**src/rtl/imm_decode_stage.sv**
```systemverilog
`default_nettype none
// ============================================================================
// Module      : imm_decode_stage
// Description : Immediate-decode pipeline stage with skid buffering. Decodes
//               the immediate of a 32-bit RV instruction word, extends it to
//               XLEN (32 or 64) and tags it with a format code. The result is
//               registered with the instruction and PC, so out_* follow an
//               accept by exactly one cycle. A main register plus one skid
//               register keep full throughput under back-pressure, and
//               in_ready depends only on registered state.
// Ports       : clk, rst_n (async, active-low), flush (sync discard)
//               in_valid/in_ready/in_instr/in_pc   upstream handshake
//               out_valid/out_ready/out_imm/out_fmt/out_instr/out_pc
//               out_illegal (only with IMM_ILLEGAL_CHK_EN defined)
// Config      : `define IMM_ILLEGAL_CHK_EN adds out_illegal, which is set
//               when instr[1:0] != 2'b11 or the format is NONE.
// Revision    : 1.0 - initial release
// ============================================================================
module imm_decode_stage #(
  parameter int XLEN = 32
) (
  input  logic            clk,
  input  logic            rst_n,
  input  logic            flush,
  input  logic            in_valid,
  output logic            in_ready,
  input  logic [31:0]     in_instr,
  input  logic [XLEN-1:0] in_pc,
  output logic            out_valid,
  input  logic            out_ready,
  output logic [XLEN-1:0] out_imm,
  output logic [2:0]      out_fmt,
  output logic [31:0]     out_instr,
  output logic [XLEN-1:0] out_pc
`ifdef IMM_ILLEGAL_CHK_EN
  ,
  output logic            out_illegal
`endif
);

  generate
    if (XLEN != 32 && XLEN != 64) begin : g_bad_xlen
      $error("imm_decode_stage: XLEN must be 32 or 64");
    end
  endgenerate

  localparam logic [2:0] FMT_NONE = 3'd0;
  localparam logic [2:0] FMT_I    = 3'd1;
  localparam logic [2:0] FMT_S    = 3'd2;
  localparam logic [2:0] FMT_B    = 3'd3;
  localparam logic [2:0] FMT_U    = 3'd4;
  localparam logic [2:0] FMT_J    = 3'd5;
  localparam logic [2:0] FMT_Z    = 3'd6;
  localparam logic [2:0] FMT_SH   = 3'd7;

  localparam logic [6:0] OP_IMM    = 7'b0010011;
  localparam logic [6:0] OP_LOAD   = 7'b0000011;
  localparam logic [6:0] OP_JALR   = 7'b1100111;
  localparam logic [6:0] OP_STORE  = 7'b0100011;
  localparam logic [6:0] OP_BRANCH = 7'b1100011;
  localparam logic [6:0] OP_LUI    = 7'b0110111;
  localparam logic [6:0] OP_AUIPC  = 7'b0010111;
  localparam logic [6:0] OP_JAL    = 7'b1101111;
  localparam logic [6:0] OP_SYSTEM = 7'b1110011;

  typedef enum logic [1:0] {
    ST_EMPTY = 2'd0,
    ST_ONE   = 2'd1,
    ST_TWO   = 2'd2
  } state_e;

  typedef struct packed {
    logic [XLEN-1:0] imm;
    logic [2:0]      fmt;
    logic [31:0]     instr;
    logic [XLEN-1:0] pc;
`ifdef IMM_ILLEGAL_CHK_EN
    logic            illegal;
`endif
  } entry_t;

  state_e state_q, state_d;
  entry_t main_q, main_d;
  entry_t skid_q, skid_d;
  entry_t w_new;

  logic [6:0] w_opcode;
  logic [2:0] w_funct3;
  logic [5:0] w_shamt;
  logic       w_accept;
  logic       w_pop;

  assign w_opcode = in_instr[6:0];
  assign w_funct3 = in_instr[14:12];
  // RV64 shifts use a 6-bit shamt; on RV32 bit 25 belongs to funct7.
  assign w_shamt  = (XLEN == 64) ? in_instr[25:20] : {1'b0, in_instr[24:20]};

  // Decode the incoming word into the entry that will be registered.
  always_comb begin
    w_new       = '0;
    w_new.instr = in_instr;
    w_new.pc    = in_pc;
    w_new.fmt   = FMT_NONE;
    w_new.imm   = '0;
    case (w_opcode)
      OP_IMM: begin
        if (w_funct3 == 3'b001 || w_funct3 == 3'b101) begin
          w_new.fmt = FMT_SH;
          w_new.imm = XLEN'(w_shamt);
        end else begin
          w_new.fmt = FMT_I;
          w_new.imm = XLEN'($signed(in_instr[31:20]));
        end
      end
      OP_LOAD, OP_JALR: begin
        w_new.fmt = FMT_I;
        w_new.imm = XLEN'($signed(in_instr[31:20]));
      end
      OP_STORE: begin
        w_new.fmt = FMT_S;
        w_new.imm = XLEN'($signed({in_instr[31:25], in_instr[11:7]}));
      end
      OP_BRANCH: begin
        w_new.fmt = FMT_B;
        w_new.imm = XLEN'($signed({in_instr[31], in_instr[7], in_instr[30:25],
                                   in_instr[11:8], 1'b0}));
      end
      OP_LUI, OP_AUIPC: begin
        w_new.fmt = FMT_U;
        w_new.imm = XLEN'($signed({in_instr[31:12], 12'b0}));
      end
      OP_JAL: begin
        w_new.fmt = FMT_J;
        w_new.imm = XLEN'($signed({in_instr[31], in_instr[19:12], in_instr[20],
                                   in_instr[30:21], 1'b0}));
      end
      OP_SYSTEM: begin
        // Only the immediate CSR forms carry a zimm; ECALL/CSRRx stay NONE.
        if (in_instr[14]) begin
          w_new.fmt = FMT_Z;
          w_new.imm = XLEN'(in_instr[19:15]);
        end
      end
      default: ;
    endcase
`ifdef IMM_ILLEGAL_CHK_EN
    w_new.illegal = (in_instr[1:0] != 2'b11) || (w_new.fmt == FMT_NONE);
`endif
  end

  assign in_ready  = (state_q != ST_TWO);
  assign out_valid = (state_q != ST_EMPTY);
  assign w_accept  = in_valid && in_ready;
  assign w_pop     = out_valid && out_ready;

  always_comb begin
    state_d = state_q;
    main_d  = main_q;
    skid_d  = skid_q;
    if (flush) begin
      state_d = ST_EMPTY;
    end else begin
      case (state_q)
        ST_EMPTY: begin
          if (w_accept) begin
            main_d  = w_new;
            state_d = ST_ONE;
          end
        end
        ST_ONE: begin
          if (w_accept && w_pop) begin
            main_d = w_new;
          end else if (w_accept) begin
            skid_d  = w_new;
            state_d = ST_TWO;
          end else if (w_pop) begin
            state_d = ST_EMPTY;
          end
        end
        ST_TWO: begin
          // in_ready is low here, so only a pop can happen.
          if (w_pop) begin
            main_d  = skid_q;
            state_d = ST_ONE;
          end
        end
        default: state_d = ST_EMPTY;
      endcase
    end
  end

  always_ff @(posedge clk or negedge rst_n) begin
    if (!rst_n) begin
      state_q <= ST_EMPTY;
      main_q  <= '0;
      skid_q  <= '0;
    end else begin
      state_q <= state_d;
      main_q  <= main_d;
      skid_q  <= skid_d;
    end
  end

  assign out_imm   = main_q.imm;
  assign out_fmt   = main_q.fmt;
  assign out_instr = main_q.instr;
  assign out_pc    = main_q.pc;
`ifdef IMM_ILLEGAL_CHK_EN
  assign out_illegal = main_q.illegal;
`endif

endmodule
`default_nettype wire

```
**config.mk**
```make
export PLATFORM = sky130hd
export DESIGN_NAME = imm_decode_stage
export DESIGN_NICKNAME = d
export VERILOG_FILES = /design/src/rtl/imm_decode_stage.sv
export SDC_FILE = /design/constraint.sdc
export NUM_CORES = 1
export LEC_CHECK = 0
export CORE_MARGIN = 8
export CORE_UTILIZATION = 53
export CTS_BUF_LIST = sky130_fd_sc_hd__clkbuf_16
export DETAILED_ROUTE_END_ITERATION = 8
export DONT_BUFFER_PORTS = 1
export GPL_TIMING_DRIVEN = 1
export PLACE_DENSITY_LB_ADDON = 0.12
export SYNTH_ARGS = -nofsm -noshare
export SYNTH_HDL_FRONTEND = slang
export SYNTH_SLANG_ARGS = --single-unit
```
**constraint.sdc**
```tcl
create_clock -name clk -period 3.5 [get_ports clk]
set_input_delay 0.7 -clock clk [delete_from_list [all_inputs] [get_ports clk]]
set_output_delay 0.7 -clock clk [all_outputs]
set_load 0.005 [all_outputs]
```
==> impl_metrics.csv, run 1 <==
group,metric,value,unit
sta,tightestPinTransition,0.939,ns
yosys,post_synth_xor_area_fraction,0,%
die,die_w,144,microns
yosys,synth_top_family_by_area,"simple AND/OR/NAND/NOR gates",
power_and_ir_drop,switching_share,26.6,%
global_routing,grt_usage,21.8,%
sta,min_period,2.29,ns
cts,cts_tree,"yes",
placement,gp_congestion,0.789,
critical_path,cp-start-kind,"flop",
cts,clkLatencyLatePin,0.43,ns
sta,worst_hold_slack,-0.0358,ns
critical_path,crit_required,3.83,ns
job,drv_cap,0,
worst_hold_path,worst_hold_path_type,"in -> async",
yosys,synth.net_count,1056,
drt,routed_wl,22.1,mm
critical_path,rr_startpoint,"state_q[1]$_DFFE_PN0P_",
die,rows,47,
drt,drtPass1Iterations,5,
finish,antenna_cells,0,
finish,final_cell_mix,"nand2_1, dfrtp_1, nor2_1",
drt,drtIter0Drc,499,
critical_path,worstPathMaxFanout,64,
yosys,synth_compound_area_share,13.7,%
placement,pre_cts_slack,1.05,ns
power_and_ir_drop,vdd_drop_max,0.000373,V
drt,routedWlPerCell,18.7,microns
yosys,synthArstFlopShare,100,%
cts,h-tree-depth,4,
global_routing,antenna_found_initial,0,
die,die_y,144,microns
global_routing,grt_pass1_vias,6356,
power_and_ir_drop,power.share.combinational,10.4,%
global_routing,overflow,0,
yosys,ys.flop_type,"dfrtp_1",
sta,fin_ws,1.21,ns
finish,drive_above_1_share,7.79,%
yosys,synth_cell_type_count,46,
critical_path,crit_arrival,2.62,ns
sta,finalCritPeriodShare,65.4,%
placement,post-dp-hpwl,14.2,mm
finish,final_util,57.7,%
finish,fin_nets,1019,
sta,fin_skew,0.00922,ns
drt,ant_nets,0,
yosys,ys_seq_elements,200,
global_routing,grt_pass1_wl,35.4,mm
die,ios,170,
status,failed_checks,"hold timing",
yosys,ys_seq_area_share,57.2,%
sta,rsz0062_at_grt,"false",
placement,portBuffers,0,
critical_path,rrSetupSlack,1.21,ns
critical_path,ff2ff_path_depth,6,
critical_path,path_class,"reg -> reg",
sta,relSlewSlack,37.4,%
status,status,"finished with violations",
drt,drc,0,
sta,fmax,437,MHz
global_routing,grt_max_degree,201,
sta,fin_setup_tns,0,ns
power_and_ir_drop,p_per_area,595,nW/um^2
yosys,post_synth_mux_area_share,0.114,%
power_and_ir_drop,power.leakage,4.25,nW
die,start_util,53.5,%
drt,viasPerCell,5.56,
finish,final_common_cell,"nand2_1",
die,core_area,16300,sq um
cts,clock-root-buffer,"clkbuf_16",
power_and_ir_drop,pwr-share-clk,35.8,%
yosys,synth_area,8750,sq um
drt,num_vias,6574,
yosys,synth_edf_count,0,
cts,path_clk_slew,0.07,ns
yosys,synth-simple-area-share,24.9,%
cts,cts_buffers,17,
power_and_ir_drop,p_sw,1.50,mW
cts,cts_buffer_depth,2,
power_and_ir_drop,p_int,4.12,mW
finish,syn2layout_area_growth,7.82,%
yosys,yosys_warnings,0,
critical_path,end_kind,"flop",
cts,clock-sinks,200,
yosys,netlist_instances,987,
finish,fillCellCount,1481,
yosys,syn_avg_cell_area,8.86,sq um
critical_path,r2r-end,"out_imm[12]$_DFFE_PN0P_",
yosys,synth_fa_ha_area_share,0,%
die,dieArea,20900,sq um
power_and_ir_drop,power.share.sequential,53.8,%
sta,drv_slew,0,
sta,setup_viol,0,
sta,timing.final.hold_violations,155,
[power by group through the flow]
stage	Combinational [mW]	Clock, mW	Sequential, mW
5_1_grt	0.683	2.14	3.08
4_1_cts	0.591	2.05	3.03
2_1_floorplan	0.514	0	2.97
6_report	0.583	2.01	3.02
3_3_place_gp	0.565	0	3.06
3_5_place_dp	0.590	0	3.07
[timing repair]
action / in CTS / in global routing
hold endpoints to repair: 200 / 200
buffers inserted: 0 / 0
gates resized for setup: 0 / 0
[cell families (layout without fill, tap and decap cells)]
kind of cell / count (synthesis) / count (layout)
AO/OA/AOI/OAI: 171 / 171
buffers and inverters: 73 / 49
flip-flops: 200 / 200
multiplexers: 1 / 1
AND/OR/NAND/NOR: 542 / 542
[how the worst max path moves through the flow]
stage                                start                       to  slack [ns]
floorplan                      in_instr[5]  out_imm[12]$_DFFE_PN0P_        1.61
global placement                 out_ready  out_imm[14]$_DFFE_PN0P_        1.09
detailed placement               out_ready  out_imm[15]$_DFFE_PN0P_        1.05
CTS                 state_q[1]$_DFFE_PN0P_  out_imm[12]$_DFFE_PN0P_        1.21
global route        state_q[1]$_DFFE_PN0P_  out_imm[14]$_DFFE_PN0P_        1.02
finish              state_q[1]$_DFFE_PN0P_  out_imm[12]$_DFFE_PN0P_        1.21
[layout make-up]
| class | count | area (sq um) | area share (%) |
|---|---|---|---|
| inverter | 3 | 11.3 | 0.119 |
| clock inverter | 15 | 178 | 1.88 |
| sequential | 200 | 5000 | 53.1 |
| timing repair buffer | 14 | 130 | 1.38 |
| clock buffer | 17 | 425 | 4.51 |
| multi-input combinational | 714 | 3410 | 36.1 |
| tap | 220 | 275 | 2.92 |
[per-layer routing]
| metal | GRT usage, % | part of all wire (%) | vias up |
|---|---|---|---|
| met2 | 33.1 | 46 | 188 |
| met5 | 0 | 0 | - |
| met4 | 7.56 | 1.7 | 0 |
| li1 | - | - | 3205 |
| met3 | 6.83 | 8.4 | 23 |
| met1 | 29.0 | 44 | 3158 |
[Yosys cell counts, types with 7 or more instances]
master / count / share of area (%)
a211oi_2: 13 / 1.9
a21oi_1: 31 / 1.8
a31oi_1: 65 / 4.6
and3_1: 7 / 0.50
buf_2: 35 / 2.0
clkbuf_1: 27 / 1.2
dfrtp_1: 200 / 57
nand2_1: 372 / 16
nand3_1: 15 / 0.86
nor2_1: 105 / 4.5
nor3_1: 22 / 1.3
o211ai_1: 16 / 1.4
o21ai_0: 15 / 0.86
[metrics by stage]
stage	std cells	power [mW]	hold slack [ns]	cell area (sq um)
2_1_floorplan	987	3.49	0.404	8750
3_5_place_dp	1151	3.66	0.410	8830
3_3_place_gp	1151	3.63	0.412	8830
4_1_cts	1183	5.67	-0.0563	9430
5_1_grt	1183	5.90	-0.0572	9430
6_report	1183	5.61	-0.0358	9430
[state kept, by name, summed over array words and instances, names as in the netlist]
signal,flops
out_instr,32
out_pc,32
out_imm,32
out_fmt,3
skid_q,99
state_q,2
[critical path, cell delays in order (launching register included)]
cell	delay, ns
dfrtp_1	0.43
nand2b_4	0.18
a21oi_2	0.20
o21ba_4	0.74
buf_4	0.34
nor2_1	0.06
a211oi_1	0.22
(Power assumes the default switching activity.)
==> inputs of run 2 (changes only) <==
==> constraint.sdc (replaced) <==
create_clock -name clk -period 2 [get_ports clk]
set_input_delay 0.4 -clock clk [delete_from_list [all_inputs] [get_ports clk]]
set_output_delay 0.4 -clock clk [all_outputs]
set_load 0.005 [all_outputs]
==> run 2 against run 1 <==
Clock skew is 0.0027 ns lower; wire length is 2.7% higher; final cell count is 0.85% higher; sequential cell count stayed put; critical endpoint is now in_ready; the flow still finishes with violations (hold timing).
==> impl_metrics.csv, run 2 (synthesized netlist as in run 1, its figures left out) <==
group,metric,value,unit
placement,dpl-instance-area,8960,sq um
placement,portBuffers,0,
finish,final_common_cell,"nand2_1",
die,rows,47,
global_routing,overflow,0,
cts,cts_buffers,17,
critical_path,crit_required,1.60,ns
drt,ant_nets,0,
finish,final_util,58.6,%
cts,clock-root-buffer,"clkbuf_16",
status,status,"finished with violations",
placement,post-dp-hpwl,14.7,mm
drt,viasPerCell,5.54,
critical_path,ff2ff_path_depth,6,
finish,largest_register_ffs,99,
global_routing,grt_busiest_layer,"met2",
finish,register_area,5000,sq um
global_routing,grt_pass1_wl,35.7,mm
finish,syn2layout_area_growth,9.42,%
cts,cts_setup_buffers,0,
die,start_util,53.5,%
finish,multi_input_area,3420,sq um
finish,fin_nets,1029,
global_routing,grt_use_met3,7.30,%
finish,antenna_cells,0,
critical_path,crit_arrival,1.49,ns
sta,fmax,530,MHz
finish,final_cell_mix,"nand2_1, dfrtp_1, nor2_1",
sta,tightestPinTransition,0.551,ns
drt,drtPass1Iterations,5,
placement,pre_cts_slack,0.127,ns
finish,design_area,9570,sq um
critical_path,rrSetupSlack,0.13,ns
finish,top_register,"skid_q",
sta,timing.final.hold_violations,200,
drt,drc,0,
placement,gp_congestion,0.785,
power_and_ir_drop,vdd_drop_max,0.000650,V
sta,relSlewSlack,63.1,%
cts,h-tree-depth,4,
global_routing,met2_usage,34.1,%
worst_hold_path,worst_hold_path_type,"in -> async",
sta,worst_hold_slack,-0.335,ns
finish,fillCellCount,1485,
global_routing,antenna_found_initial,0,
power_and_ir_drop,p_per_area,1030,nW/um^2
sta,finalCritPeriodShare,94.3,%
critical_path,worstPathMaxFanout,24,
critical_path,rr_startpoint,"state_q[1]$_DFFE_PN0P_",
sta,setup_viol,0,
power_and_ir_drop,power.leakage,4.33,nW
critical_path,end_kind,"output pin",
sta,min_period,1.89,ns
die,core_area,16300,sq um
status,failed_checks,"hold timing",
global_routing,grt_max_degree,201,
cts,path_clk_slew,0.07,ns
cts,clock-sinks,200,
die,ios,170,
drt,drtIter0Drc,512,
global_routing,grt_usage,22.2,%
cts,cts_tree,"yes",
drt,routedWlPerCell,19.1,microns
cts,clkLatencyLatePin,0.43,ns
critical_path,path_class,"reg -> out",
die,dieArea,20900,sq um
job,drv_cap,0,
sta,fin_skew,0.00654,ns
cts,cts_buffer_depth,2,
die,die_w,144,microns
global_routing,met1_usage,29.4,%
drt,num_vias,6609,
drt,routed_wl,22.7,mm
global_routing,grt_pass1_vias,6393,
finish,drive_above_1_share,9.04,%
sta,drv_slew,0,
critical_path,cp-start-kind,"flop",
sta,fin_ws,0.114,ns
critical_path,r2r-end,"out_imm[17]$_DFFE_PN0P_",
die,die_y,144,microns
sta,fin_setup_tns,0,ns
## run 2: cell types whose count changed in the layout (fill, tap and decap cells not counted)
cell / change
inv_8: -1
o21ba_2: +1
inv_4: +1
inv_1: -1
inv_6: +2
buf_4: +4
clkinv_1: -2
buf_12: +5
clkinv_4: -2
inv_2: -1
clkinv_2: +4
## run 2: worst max-delay path by stage
stage | startpoint | slack (ns) | endpoint | cells past startpoint
global placement | state_q[0]$_DFFE_PN0P_ | 0.17 | skid_q[83]$_DFFE_PN0P_ | 4
detailed placement | state_q[0]$_DFFE_PN0P_ | 0.13 | skid_q[81]$_DFFE_PN0P_ | 4
CTS | state_q[1]$_DFFE_PN0P_ | 0.10 | in_ready | 4
floorplan | in_instr[5] | 0.41 | out_imm[12]$_DFFE_PN0P_ | 6
global route | state_q[1]$_DFFE_PN0P_ | -0.01 | out_imm[15]$_DFFE_PN0P_ | 6
finish | state_q[1]$_DFFE_PN0P_ | 0.11 | in_ready | 4
## run 2: timing repair
item,4_1_cts,5_1_grt
gates resized for setup,1,0
endpoints found under the hold margin,200,200
pin swaps,0,1
endpoints found under the setup margin,1,3
gates cloned,0,1
## run 2: area by class of cell
class / count / share of cell area [%]
Multi-Input combinational cell: 715 / 35.7
Tap cell: 220 / 2.88
Timing Repair Buffer: 23 / 2.72
Sequential cell: 200 / 52.3
Inverter: 3 / 0.144
Clock buffer: 17 / 4.44
Clock inverter: 15 / 1.83
## run 2: where the power goes
part | leakage (nW) | total (mW) | switching (mW) | internal [mW]
sequential | 2.45 | 5.29 | 0.510 | 4.78
combinational | 1.59 | 1.06 | 0.582 | 0.475
clock | 0.292 | 3.51 | 1.54 | 1.98
## run 2: per-stage QoR
step,power [mW],instances
detailed placement,6.43,1160
CTS,9.97,1192
floorplan,6.10,987
global route,10.4,1193
finish,9.86,1193
global placement,6.37,1160
## run 2: per-layer routing
layer	wire, microns	part of all wire (%)
met1	9850	43
met2	10500	46
met3	2160	9.5
met4	236	1.0
met5	0	0
## run 2: worst max-delay path, stage by stage (launching register included)
cell and delay [ns]:
dfrtp_1 0.42, inv_1 0.13, nor2_4 0.07, inv_4 0.21
buf_12 0.21
==> inputs of run 3 (changes only) <==
--- a/config.mk
+++ b/config.mk
@@ -10,7 +10,7 @@
 export CTS_BUF_LIST = sky130_fd_sc_hd__clkbuf_16
 export DETAILED_ROUTE_END_ITERATION = 8
 export DONT_BUFFER_PORTS = 1
-export GPL_TIMING_DRIVEN = 1
+export GPL_TIMING_DRIVEN = 0
 export PLACE_DENSITY_LB_ADDON = 0.12
 export SYNTH_ARGS = -nofsm -noshare
 export SYNTH_HDL_FRONTEND = slang
==> run 3 against run 2 <==
The run still ends with hold timing left; critical path depth rose by 2; wire length rose by 7.3%; die area did not move; via count rose by 6.2%; sequential share of layout area fell by 0.31 points; final cell count rose by 3.8%; hold slack got worse by 0.0034 ns; fmax fell by 2.3%; first-iteration DRC count fell by 5.3%; clock skew rose by 0.00098 ns; count of clock-buffer cells in the layout did not move.
==> impl_metrics.csv, run 3 (synthesized netlist as in run 1, its figures left out) <==
group,metric,value,unit
worst_hold_path,worst_hold_path_type,"in -> async",
drt,routedWlPerCell,19.7,microns
sta,setup_viol,0,
global_routing,grt_usage,23.9,%
finish,final_cell_mix,"nand2_1, dfrtp_1, nor2_1",
drt,routed_wl,24.4,mm
die,rows,47,
sta,timing.final.hold_violations,200,
finish,final_common_cell,"nand2_1",
critical_path,cpLargestDelayFamily,"simple AND/OR/NAND/NOR gates",
global_routing,grt_pass1_vias,6788,
sta,worst_hold_slack,-0.338,ns
global_routing,antenna_found_initial,0,
placement,portBuffers,0,
drt,drc,0,
sta,finalCritPeriodShare,96.6,%
die,dieArea,20900,sq um
drt,num_vias,7021,
die,ios,170,
die,core_area,16300,sq um
finish,drive_above_1_share,10.4,%
critical_path,rr_startpoint,"state_q[1]$_DFFE_PN0P_",
die,die_w,144,microns
critical_path,worstPathMaxFanout,10,
sta,fmax,518,MHz
finish,fillCellCount,1498,
finish,fin_nets,1074,
drt,ant_nets,0,
critical_path,path_class,"reg -> reg",
critical_path,rrSetupSlack,0.07,ns
sta,rsz0062_at_grt,"true",
sta,fin_setup_tns,0,ns
critical_path,cpPeakStageDelay,0.52,ns
critical_path,r2r-end,"skid_q[59]$_DFFE_PN0P_",
finish,top_register,"skid_q",
drt,drtPass1Iterations,6,
placement,gp_congestion,0.819,
global_routing,grt_pass1_wl,38.0,mm
sta,min_period,1.93,ns
global_routing,grt_max_degree,201,
power_and_ir_drop,p_per_area,1020,nW/um^2
sta,tightestPinTransition,0.624,ns
finish,largest_register_ffs,99,
placement,post-dp-hpwl,17.0,mm
status,failed_checks,"hold timing",
sta,fin_skew,0.00753,ns
cts,cts_tree,"yes",
drt,drtIter0Drc,485,
cts,clock-sinks,200,
die,die_y,144,microns
finish,antenna_cells,0,
critical_path,crit_required,2.33,ns
job,drv_cap,0,
cts,cts_setup_buffers,0,
status,status,"finished with violations",
power_and_ir_drop,vdd_drop_max,0.000623,V
cts,cts_buffers,17,
critical_path,end_kind,"flop",
finish,syn2layout_area_growth,10.1,%
cts,path_clk_slew,0.07,ns
critical_path,ff2ff_path_depth,6,
cts,cts_buffer_depth,2,
drt,viasPerCell,5.67,
critical_path,cp-start-kind,"flop",
sta,drv_slew,0,
critical_path,crit_buf_inv,2,
global_routing,overflow,0,
critical_path,worst_path_max_delay_cell,"or3_1",
sta,relSlewSlack,58.4,%
cts,clock-root-buffer,"clkbuf_16",
critical_path,crit_arrival,2.26,ns
cts,clkLatencyLatePin,0.43,ns
critical_path,cp_cell_sequence,"nand2b_4 > or3_1 > buf_2 > buf_2 > nand2_1 > nand2_1",
cts,h-tree-depth,4,
power_and_ir_drop,power.leakage,4.41,nW
die,start_util,53.5,%
[run 3: cell types whose count changed in the layout (fill, tap and decap cells not counted), sizes merged]
cell and delta:
bufinv -1, clkinv -1, clkbuf +25, o21ba -1
buf +21, inv +2
[run 3: timing repair]
action	CTS	global route
endpoints found under the hold margin	200	200
endpoints found under the setup margin	30	30
gates resized for setup	6	7
[run 3: layout make-up]
| cell class | count | area [sq um] | share of cell area, % |
|---|---|---|---|
| multi-input combinational | 714 | 3400 | 35.3 |
| clock inverter | 15 | 150 | 1.56 |
| inverter | 3 | 11.3 | 0.117 |
| sequential | 200 | 5000 | 52.0 |
| tap | 220 | 275 | 2.86 |
| buffer | 69 | 365 | 3.79 |
| clock buffer | 17 | 425 | 4.42 |
[run 3: how the worst max path moves through the flow]
| stage | end | startpoint | slack, ns | cells after the start |
|---|---|---|---|---|
| 2_1_floorplan | out_imm[12]$_DFFE_PN0P_ | in_instr[5] | 0.41 | 6 |
| 3_3_place_gp | out_imm[16]$_DFFE_PN0P_ | in_instr[5] | 0.03 | 6 |
| 3_5_place_dp | out_imm[14]$_DFFE_PN0P_ | in_instr[5] | -0.002 | 6 |
| 4_1_cts | in_ready | state_q[1]$_DFFE_PN0P_ | -0.01 | 5 |
| 5_1_grt | out_instr[23]$_DFFE_PN0P_ | state_q[1]$_DFFE_PN0P_ | -0.05 | 8 |
| 6_report | skid_q[59]$_DFFE_PN0P_ | state_q[1]$_DFFE_PN0P_ | 0.07 | 6 |
[run 3: layer usage]
metal | global-route usage [%] | vias to the layer above | wire, microns
li1 | - | 3325 | -
met1 | 30.9 | 3440 | 10300
met2 | 37.2 | 229 | 11500
met3 | 7.66 | 27 | 2160
met4 | 8.65 | 0 | 438
met5 | 0 | - | 0
[run 3: worst register-to-register path, cell delays in order (launching register included)]
cell	delay, ns
dfrtp_1	0.44
nand2b_4	0.19
or3_1	0.52
buf_2	0.29
buf_2	0.24
nand2_1	0.10
nand2_1	0.05
[run 3: through the flow]
stage          cell area, sq um  power [mW]  utilization [%]  setup slack [ns]  cells
2_1_floorplan              8750        6.10                -             0.413    987
3_3_place_gp               9020        6.41             55.2            0.0251   1207
3_5_place_dp               9020        6.47             55.2          -0.00234   1207
4_1_cts                    9620        9.90             58.8           -0.0104   1238
5_1_grt                    9630        10.3             58.9           -0.0463   1238
6_report                   9630        9.81             58.9            0.0689   1238
[run 3: where the power goes]
| group | total (mW) | internal [mW] | switching, mW |
|---|---|---|---|
| sequential | 5.29 | 4.78 | 0.511 |
| clock | 3.41 | 1.85 | 1.56 |
| combinational | 1.11 | 0.475 | 0.635 |
